==> src/rtl/shared_resource_arbiter.sv <==
// shared_resource_arbiter
// Requester-side front end for a single-cycle shared compute resource.
// Two requesters compete for the resource input port under round-robin
// arbitration. Each requester has credit-gated access to its own response
// FIFO. Tagged results from the resource are steered back into those FIFOs.
//
// Optional build macro: SHARED_ARB_CHECK_EN
//   When defined, a sticky err output is added. err is raised by a result
//   that has no matching issue, or by both result valids in one cycle.
//   Unexpected results are dropped.
//
// last_grant register:
//   state    | meaning
//   LAST_P1  | port 1 took the most recent accept; port 2 wins the next tie
//   LAST_P2  | port 2 took the most recent accept (reset); port 1 wins the next tie

module shared_resource_arbiter #(
  parameter int DATA_WIDTH = 32,
  parameter int RSP_DEPTH  = 2
) (
  input  logic                  clk,
  input  logic                  reset,

  input  logic                  req_valid_1,
  output logic                  req_ready_1,
  input  logic [DATA_WIDTH-1:0] req_data_1,
  input  logic                  req_valid_2,
  output logic                  req_ready_2,
  input  logic [DATA_WIDTH-1:0] req_data_2,

  output logic                  rsp_valid_1,
  input  logic                  rsp_ready_1,
  output logic [DATA_WIDTH-1:0] rsp_data_1,
  output logic                  rsp_valid_2,
  input  logic                  rsp_ready_2,
  output logic [DATA_WIDTH-1:0] rsp_data_2,

  output logic                  res_in_valid_1,
  output logic                  res_in_valid_2,
  output logic [DATA_WIDTH-1:0] res_input,
  input  logic                  res_out_valid_1,
  input  logic                  res_out_valid_2,
  input  logic [DATA_WIDTH-1:0] res_output
`ifdef SHARED_ARB_CHECK_EN
  ,
  output logic                  err
`endif
);

  localparam int PW = (RSP_DEPTH > 1) ? $clog2(RSP_DEPTH) : 1;
  localparam int CW = $clog2(RSP_DEPTH + 1);
  localparam logic [CW-1:0] DEPTH_C  = CW'(RSP_DEPTH);
  localparam logic [CW-1:0] CNT_ONE  = CW'(1);
  localparam logic [PW-1:0] PTR_LAST = PW'(RSP_DEPTH - 1);
  localparam logic [PW-1:0] PTR_ONE  = PW'(1);

  typedef enum logic {
    LAST_P1 = 1'b0,
    LAST_P2 = 1'b1
  } last_grant_e;

  last_grant_e last_grant_q, last_grant_d;

  logic [1:0] req_valid;
  logic [1:0] rsp_ready;
  logic [1:0] res_out_valid;
  logic [1:0] fifo_nonempty;
  logic [1:0] pop;
  logic [1:0] elig;
  logic [1:0] grant;
  logic [1:0] wr_en;

  // cnt counts results in flight plus results stored; occ counts stored only
  logic [CW-1:0] cnt_q    [2];
  logic [CW-1:0] cnt_d    [2];
  logic [CW-1:0] occ_q    [2];
  logic [CW-1:0] occ_d    [2];
  logic [PW-1:0] wr_ptr_q [2];
  logic [PW-1:0] wr_ptr_d [2];
  logic [PW-1:0] rd_ptr_q [2];
  logic [PW-1:0] rd_ptr_d [2];
  logic [DATA_WIDTH-1:0] mem_q [2][RSP_DEPTH];

  assign req_valid     = {req_valid_2, req_valid_1};
  assign rsp_ready     = {rsp_ready_2, rsp_ready_1};
  assign res_out_valid = {res_out_valid_2, res_out_valid_1};

  // Response side: FIFO heads. All outputs are forced low while reset is high.
  assign rsp_valid_1 = fifo_nonempty[0] & ~reset;
  assign rsp_valid_2 = fifo_nonempty[1] & ~reset;
  assign rsp_data_1  = rsp_valid_1 ? mem_q[0][rd_ptr_q[0]] : '0;
  assign rsp_data_2  = rsp_valid_2 ? mem_q[1][rd_ptr_q[1]] : '0;

  // Eligibility: a pop this cycle frees a credit for an accept this cycle
  always_comb begin
    fifo_nonempty = '0;
    pop           = '0;
    elig          = '0;
    for (int p = 0; p < 2; p++) begin
      fifo_nonempty[p] = (occ_q[p] != '0);
      pop[p]  = fifo_nonempty[p] & ~reset & rsp_ready[p];
      elig[p] = req_valid[p] & ~reset & ((cnt_q[p] < DEPTH_C) | pop[p]);
    end
  end

  // Round-robin arbitration; grant is only given to an eligible port, so grant == accept
  always_comb begin
    grant        = 2'b00;
    last_grant_d = last_grant_q;
    case (elig)
      2'b01:   grant = 2'b01;
      2'b10:   grant = 2'b10;
      2'b11:   grant = (last_grant_q == LAST_P2) ? 2'b01 : 2'b10;
      default: grant = 2'b00;
    endcase
    if (grant[0]) begin
      last_grant_d = LAST_P1;
    end else if (grant[1]) begin
      last_grant_d = LAST_P2;
    end
  end

  assign req_ready_1    = grant[0];
  assign req_ready_2    = grant[1];
  assign res_in_valid_1 = grant[0];
  assign res_in_valid_2 = grant[1];
  assign res_input      = grant[0] ? req_data_1 : (grant[1] ? req_data_2 : '0);

`ifdef SHARED_ARB_CHECK_EN
  // issued_q marks an accept last cycle, i.e. a result expected this cycle
  logic [1:0] issued_q, issued_d;
  logic       err_q, err_d;

  // Result acceptance with issue tracking and sticky error detection
  always_comb begin
    issued_d = grant;
    err_d    = err_q | (|(res_out_valid & ~issued_q)) | (&res_out_valid);
    wr_en    = '0;
    for (int p = 0; p < 2; p++) begin
      wr_en[p] = res_out_valid[p] & issued_q[p] & (cnt_q[p] != '0) & ~reset;
    end
  end

  // Issue tracking and error registers
  always_ff @(posedge clk) begin
    if (reset) begin
      issued_q <= '0;
      err_q    <= 1'b0;
    end else begin
      issued_q <= issued_d;
      err_q    <= err_d;
    end
  end

  assign err = err_q;
`else
  // Result acceptance: results with no outstanding credit (e.g. stale after reset) are dropped
  always_comb begin
    wr_en = '0;
    for (int p = 0; p < 2; p++) begin
      wr_en[p] = res_out_valid[p] & (cnt_q[p] != '0) & ~reset;
    end
  end
`endif

  // Credit counters and FIFO pointer/occupancy next state
  always_comb begin
    for (int p = 0; p < 2; p++) begin
      cnt_d[p]    = cnt_q[p];
      occ_d[p]    = occ_q[p];
      wr_ptr_d[p] = wr_ptr_q[p];
      rd_ptr_d[p] = rd_ptr_q[p];

      case ({grant[p], pop[p]})
        2'b10:   cnt_d[p] = cnt_q[p] + CNT_ONE;
        2'b01:   cnt_d[p] = cnt_q[p] - CNT_ONE;
        default: cnt_d[p] = cnt_q[p];
      endcase

      case ({wr_en[p], pop[p]})
        2'b10:   occ_d[p] = occ_q[p] + CNT_ONE;
        2'b01:   occ_d[p] = occ_q[p] - CNT_ONE;
        default: occ_d[p] = occ_q[p];
      endcase

      if (wr_en[p]) begin
        wr_ptr_d[p] = (wr_ptr_q[p] == PTR_LAST) ? '0 : wr_ptr_q[p] + PTR_ONE;
      end
      if (pop[p]) begin
        rd_ptr_d[p] = (rd_ptr_q[p] == PTR_LAST) ? '0 : rd_ptr_q[p] + PTR_ONE;
      end
    end
  end

  // Control state registers
  always_ff @(posedge clk) begin
    if (reset) begin
      last_grant_q <= LAST_P2;
      for (int p = 0; p < 2; p++) begin
        cnt_q[p]    <= '0;
        occ_q[p]    <= '0;
        wr_ptr_q[p] <= '0;
        rd_ptr_q[p] <= '0;
      end
    end else begin
      last_grant_q <= last_grant_d;
      for (int p = 0; p < 2; p++) begin
        cnt_q[p]    <= cnt_d[p];
        occ_q[p]    <= occ_d[p];
        wr_ptr_q[p] <= wr_ptr_d[p];
        rd_ptr_q[p] <= rd_ptr_d[p];
      end
    end
  end

  // FIFO storage; contents need no reset since occupancy qualifies every read
  always_ff @(posedge clk) begin
    for (int p = 0; p < 2; p++) begin
      if (wr_en[p]) begin
        mem_q[p][wr_ptr_q[p]] <= res_output;
      end
    end
  end

endmodule

==> config.mk <==
export PLATFORM = sky130hd
export DESIGN_NAME = shared_resource_arbiter
export DESIGN_NICKNAME = d
export VERILOG_FILES = /design/src/rtl/shared_resource_arbiter.sv
export SDC_FILE = /design/constraint.sdc
export NUM_CORES = 1
export LEC_CHECK = 0
export ABC_CLOCK_PERIOD_IN_PS = 8029
export CORE_ASPECT_RATIO = 1.2
export CORE_MARGIN = 2
export CORE_UTILIZATION = 49
export DETAILED_ROUTE_END_ITERATION = 7
export GPL_TIMING_DRIVEN = 0
export PLACE_DENSITY = 0.83
export SYNTH_ARGS = -nofsm -noshare
export SYNTH_HDL_FRONTEND = slang
export SYNTH_SLANG_ARGS = --single-unit
==> constraint.sdc <==
create_clock -name clk -period 8.03 [get_ports clk]
set_clock_uncertainty 0.15 [all_clocks]
set_input_delay 1.606 -clock clk [delete_from_list [all_inputs] [get_ports clk]]
set_output_delay 1.606 -clock clk [all_outputs]
set_load 0.005 [all_outputs]
==> results of run 1 <==
==> final timing paths <==
| path | cells after the start | to | slack [ps] | startpoint |
|---|---|---|---|---|
| min | 1 | last_grant_q | 400 | last_grant_q |
| max reg2reg | 6 | occ_q[0][3] | 5670 | occ_q[0][2] |
| min reg2reg | 1 | last_grant_q | 400 | last_grant_q |
| max | 6 | res_input[23] | 2550 | rsp_ready_2 |
==> kinds of logic after synthesis <==
| logic type | count (synthesis) | synth area share |
|---|---|---|
| DFF | 141 | 0.6738 |
| buffers and inverters | 37 | 0.03163 |
| and+or+nand+nor | 122 | 0.09470 |
| muxes | 64 | 0.1052 |
| adders and majority gates | 4 | 0.008217 |
| xor gates and xnor gates | 12 | 0.01726 |
| AOI/OAI and AO/OA | 51 | 0.06923 |
==> layout by cell type, fill, tap and decap left out, types with 4 or more instances in the layout <==
cell type / count
clkbuf_1: 11
a31o_1: 29
nor2_1: 73
inv_1: 7
nor2_4: 4
xnor2_1: 8
clkbuf_16: 17
a21oi_1: 5
o21ai_0: 5
ha_1: 4
buf_2: 10
or3_1: 4
clkdlybuf4s50_1: 204
edfxtp_1: 128
xor2_1: 4
mux2i_1: 64
and3_1: 32
buf_12: 4
clkinv_4: 6
dfxtp_1: 13
buf_6: 4
==> per-stage QoR <==
stage / util / area (sq um)
2_1_floorplan: - / 6091
3_3_place_gp: 0.6881 / 8334
3_5_place_dp: 0.6972 / 8444
4_1_cts: 0.7445 / 9017
5_1_grt: 0.7445 / 9017
6_report: 0.7447 / 9020
==> state kept, by name, summed over array words and instances (netlist names) <==
signal,cells
mem_q,128
last_grant_q,1
occ_q,4
cnt_q,4
rd_ptr_q,2
wr_ptr_q,2
==> power breakdown <==
part / switching, mW / internal [mW] / leakage, nW
Combinational: 0.0815 / 0.115 / 1.55
Clock: 0.303 / 0.455 / 0.280
Sequential: 0.00728 / 0.816 / 1.26
Total: 0.392 / 1.39 / 3.09
==> final cells by class <==
| type | instances | area share |
|---|---|---|
| flip-flops and latches | 141 | 0.4550 |
| repair buffers | 208 | 0.2353 |
| well taps | 161 | 0.02233 |
| multi-input cells | 253 | 0.2022 |
| clock buffers | 17 | 0.04716 |
| clock inverters | 14 | 0.01637 |
| plain buffers | 30 | 0.01845 |
| inverters | 7 | 0.002913 |
| diodes | 1 | 0.0002774 |
==> per-layer routing <==
metal,track usage,routed length [um],vias to the layer above,share of wire
met5,0,13,-,0.00077
met2,0.4546,8654,230,0.51
met1,0.2745,6046,2123,0.36
li1,-,-,2058,-
met3,0.1071,1761,27,0.10
met4,0.08669,380,2,0.023
==> metrics.yaml, run 1 <==
sta:
  drv_slew: 0
  worst_pin_slew_ps: 659.4
  max_freq_mhz: 182.5
  whs_ps: 404.7
  min_period_ps: 5481
  finalCritPeriodShare: 0.6826
  setup_viol_count_final: 0
  hold_violations: 0
  slew-limit-headroom: 0.5585
  grt_setup_unrepaired: "false"
  tns_ps: 0
  setup_ws_ps: 2549
worst_hold_path:
  hold_path_class: "reg -> reg"
clock_tree:
  numCtsBuffers: 17
  clk_path_buf_depth: 2
  clockRootBuffer: "clkbuf_16"
  cts.sinks: 141
  hold_buffers: 0
  cts_setup_buffers: 0
  ctsHtreeMaxLevel: 4
  clk_latency_ps: 410
  cts_tree: "done"
  post_cts_resized: 0
  clk_pin_slew_ps: 60
logic_synthesis:
  synth_common_cells: "128 x edfxtp_1, 77 x nor2_1, 64 x mux2i_1, 32 x and3_1, 29 x a31o_1"
  ys.flop_type: "edfxtp_1"
  synthTopCellsByArea: "edfxtp_1 63%, mux2i_1 11%, nor2_1 4.7%"
  syn_area_sq_um: 6091
  ys_warn_count: 0
  avgSynthCellArea_sq_um: 14.13
  synth_cell_types: 33
  synth_edf_count: 128
  synth_nets: 539
  ys_seq_area_frac: 0.6738
  yosysTopAreaCell: "edfxtp_1"
  yosys.area.top_type_share: 0.6311
  synthesis.instances: 431
  synth_most_common_cell: "edfxtp_1"
  ys_seq_elements: 141
  postSynth.asyncResetShare: 0
routing:
  viasPerCell: 5.337
  vias: 4440
  route.antenna.remaining_nets: 0
  drt_iter0_markers: 281
  drc: 0
  wl_per_cell_um: 20.26
  dr.pass1.iters: 7
  drt-total-wl_um: 16860
floorplanning:
  start_util: 0.5029
  die_h_um: 126.1
  ios: 206
  row_count: 44
  core_area_sq_um: 12110
  dieArea_sq_um: 13340
  die_w_um: 105.8
worst_setup_path:
  endpoint_kind: "output port"
  path_buf_inv: 3
  critical-path-top-delay-family: "buffers and inverters"
  arrival_ps: 3720
  path_cells: "clkdlybuf4s50_1, o21ai_2, a21oi_2, clkbuf_1, a31o_1, clkdlybuf4s50_1"
  slowest_stage: "clkdlybuf4s50_1"
  cpPeakStageDelay_ps: 510
  critPathRequiredTime_ps: 6270
  path_class: "in -> out"
  crit_path_start_kind: "input port"
  critPathMaxFanout: 10
  cpMostUsedCell: "clkdlybuf4s50_1"
global_routing:
  antenna_found_initial: 2
  grt_pass1_wl_um: 25400
  grt_overflow: 0
  first_global_vias: 4710
  grt_usage: 0.2562
  grt_max_degree: 26
place:
  gp_congestion: 0.7500
  dp.cells: 800
  io_buffers: 204
  dp_hpwl_um: 11320
  place_ws_ps: 2558
pwr:
  p_leak_nw: 3.091
  p_per_area_nw_per_um2: 197.2
  peakVddDrop_v: 0.0001817
  power_mw: 1.778
cells_and_area:
  drive_gt1_frac: 0.1000
  fill_cells: 771
  stdcell_count: 832
  multi_input_area_sq_um: 1824
  regArea_sq_um: 4104
  nets: 766
  area_growth_pct: 48.09
status:
  status: "finished clean"
run:
  maxCapViolations: 0
(Power assumes the default switching activity.)
==> run 2: changes to the inputs <==
--- a/config.mk
+++ b/config.mk
@@ -5,13 +5,13 @@
 export SDC_FILE = /design/constraint.sdc
 export NUM_CORES = 1
 export LEC_CHECK = 0
-export ABC_CLOCK_PERIOD_IN_PS = 8029
+export ABC_CLOCK_PERIOD_IN_PS = 4500
 export CORE_ASPECT_RATIO = 1.2
 export CORE_MARGIN = 2
-export CORE_UTILIZATION = 49
+export CORE_UTILIZATION = 41
 export DETAILED_ROUTE_END_ITERATION = 7
 export GPL_TIMING_DRIVEN = 0
-export PLACE_DENSITY = 0.83
+export PLACE_DENSITY = 0.74
 export SYNTH_ARGS = -nofsm -noshare
 export SYNTH_HDL_FRONTEND = slang
 export SYNTH_SLANG_ARGS = --single-unit
==> constraint.sdc (replaced) <==
create_clock -name clk -period 4.5 [get_ports clk]
set_clock_uncertainty 0.15 [all_clocks]
set_input_delay 0.9 -clock clk [delete_from_list [all_inputs] [get_ports clk]]
set_output_delay 0.9 -clock clk [all_outputs]
set_load 0.005 [all_outputs]
==> run 2 against run 1 <==
Compared with the run above:
- flip-flop and latch count is the same
- sequential power grew 79%
- critical path depth is the same
- utilization shrank 12 points
- count of clock-buffer cells in the layout grew 1
- hold slack lost 37 ps
- clock power grew 81%
- die area grew 19%
- via count shrank 1.9%
- global-route usage shrank 5.6 points
- combinational power grew 77%
- highest routed layer is now met4
==> metrics.yaml, run 2 (synthesis results as in run 1) <==
sta:
  grt_setup_unrepaired: "false"
  slew-limit-headroom: 0.5360
  drv_slew: 0
  hold_violations: 0
  finalCritPeriodShare: 0.9096
  min_period_ps: 4093
  setup_viol_count_final: 0
  worst_pin_slew_ps: 693.0
  max_freq_mhz: 244.3
routing:
  drt-total-wl_um: 15790
  met3_length_um: 1180
  drc: 0
  wl_per_cell_um: 18.13
  dr_wl_met2_um: 8279
  viasPerCell: 5.001
  vias: 4356
  wl_met1_um: 6127
  dr.pass1.iters: 4
  drt_iter0_markers: 167
  route.antenna.remaining_nets: 0
  top_layer: "met4"
worst_setup_path:
  cpPeakStageDelay_ps: 520
  crit_path_start_kind: "input port"
  critical-path-top-delay-family: "buffers and inverters"
  cpMostUsedCell: "clkdlybuf4s50_1"
  reg2reg_from: "occ_q[0][2]"
  r2r_cells: 7
  ff2ff_setup_slack_ps: 2180
  arrival_ps: 3040
  path_buf_inv: 3
  critPathMaxFanout: 10
  path_class: "in -> out"
  critPathRequiredTime_ps: 3450
  path_cells: "clkdlybuf4s50_1, o21ai_2, a21oi_2, clkbuf_1, a31o_1, clkdlybuf4s50_1"
  slowest_stage: "clkdlybuf4s50_1"
  r2r-end: "cnt_q[0][3]"
  endpoint_kind: "output port"
pwr:
  p_per_area_nw_per_um2: 350.5
  p_leak_nw: 3.094
  peakVddDrop_v: 0.0003509
clock_tree:
  post_cts_resized: 0
  cts_setup_buffers: 0
  clk_latency_ps: 410
  clockRootBuffer: "clkbuf_16"
  clk_path_buf_depth: 2
  hold_buffers: 0
  ctsHtreeMaxLevel: 4
  clk_pin_slew_ps: 60
  cts_tree: "done"
  numCtsBuffers: 17
  cts.sinks: 141
cells_and_area:
  nets: 766
  largest_reg_flops: 128
  drive_gt1_frac: 0.09985
  insertedDiodeCount: 0
  mostFrequentLayoutCell: "clkdlybuf4s50_1"
  final_cell_mix: "204 x clkdlybuf4s50_1, 128 x edfxtp_1, 73 x nor2_1"
  final_area_sq_um: 9096
  stdcell_count: 871
  area_growth_pct: 49.34
global_routing:
  first_global_vias: 4729
  grt_overflow: 0
  grt_max_degree: 28
  grt_usage: 0.2007
  antenna_found_initial: 0
  grt_pass1_wl_um: 24010
floorplanning:
  core_area_sq_um: 14470
  row_count: 48
  start_util: 0.4208
  die_w_um: 115.3
  ios: 206
  dieArea_sq_um: 15850
  die_h_um: 137.5
worst_hold_path:
  worstHoldStart: "occ_q[0][3]"
  holdPathStages: 2
  min_to: "occ_q[0][3]"
  hold_path_class: "reg -> reg"
status:
  status: "finished clean"
place:
  io_buffers: 204
  dp_hpwl_um: 11120
  placed_area_sq_um: 8508
  gp_congestion: 0.7497
  dp.cells: 839
run:
  maxCapViolations: 0
==> run 2: cell count changes in the layout (fill, tap and decap cells not counted), moves of 2 or more <==
| cell | previous run | this run |
|---|---|---|
| clkinv_4 | 6 | 3 |
| inv_6 | 1 | 4 |
| buf_16 | 0 | 2 |
| clkinv_2 | 3 | 0 |
| clkinvlp_4 | 1 | 3 |
| buf_12 | 4 | 2 |
==> run 2: area by class of cell <==
type / count / area (sq um)
repair buffers: 208 / 2137
multi-input cells: 253 / 1824
plain buffers: 30 / 166.4
well taps: 200 / 250.2
clock inverters: 14 / 158.9
flip-flops and latches: 141 / 4104
inverters: 7 / 26.28
clock buffers: 18 / 429.2
fillers: 1105 / 5378
==> run 2: worst max-delay path by stage <==
stage	startpoint	end	slack (ps)	depth (start not counted)
floorplan	reset	mem_q[0][100]	1280	4
global placement	res_out_valid_1	mem_q[0][2]	-120	3
detailed placement	rsp_ready_2	res_input[23]	390	6
CTS	rsp_ready_2	res_input[23]	380	6
global route	rsp_ready_2	res_input[23]	300	6
finish	rsp_ready_2	res_input[23]	410	6
==> run 2: metrics by stage <==
stage | hold WS (ps) | util | setup TNS (ps) | total power, mW | setup WS (ps)
3_5_place_dp | 373.4 | 0.5878 | 0 | 1.844 | 392.0
5_1_grt | 421.6 | 0.6285 | 0 | 3.289 | 297.6
2_1_floorplan | 331.0 | - | 0 | 1.624 | 1275
4_1_cts | 370.8 | 0.6285 | 0 | 3.214 | 379.3
6_report | 367.7 | 0.6285 | 0 | 3.188 | 407.0
3_3_place_gp | 344.4 | 0.5792 | -12380 | 1.827 | -123.6
==> run 2: tightest hold or removal path: stages (launching register included) <==
cell,delay (ps)
dfxtp_1,330
o21ai_0,80
a21oi_1,60
==> run 2: report_power, final <==
part           leakage [nW]  internal (mW)  switching (mW)
combinational          1.56          0.206           0.142
sequential             1.26           1.46          0.0125
clock                 0.277          0.826           0.545
total                  3.09           2.49           0.700
==> run 2: layer usage <==
metal  vias up  GRT usage
met5         -          0
met2       175     0.3657
met3        15    0.06159
li1       2056          -
met4         0    0.06493
met1      2110     0.2222
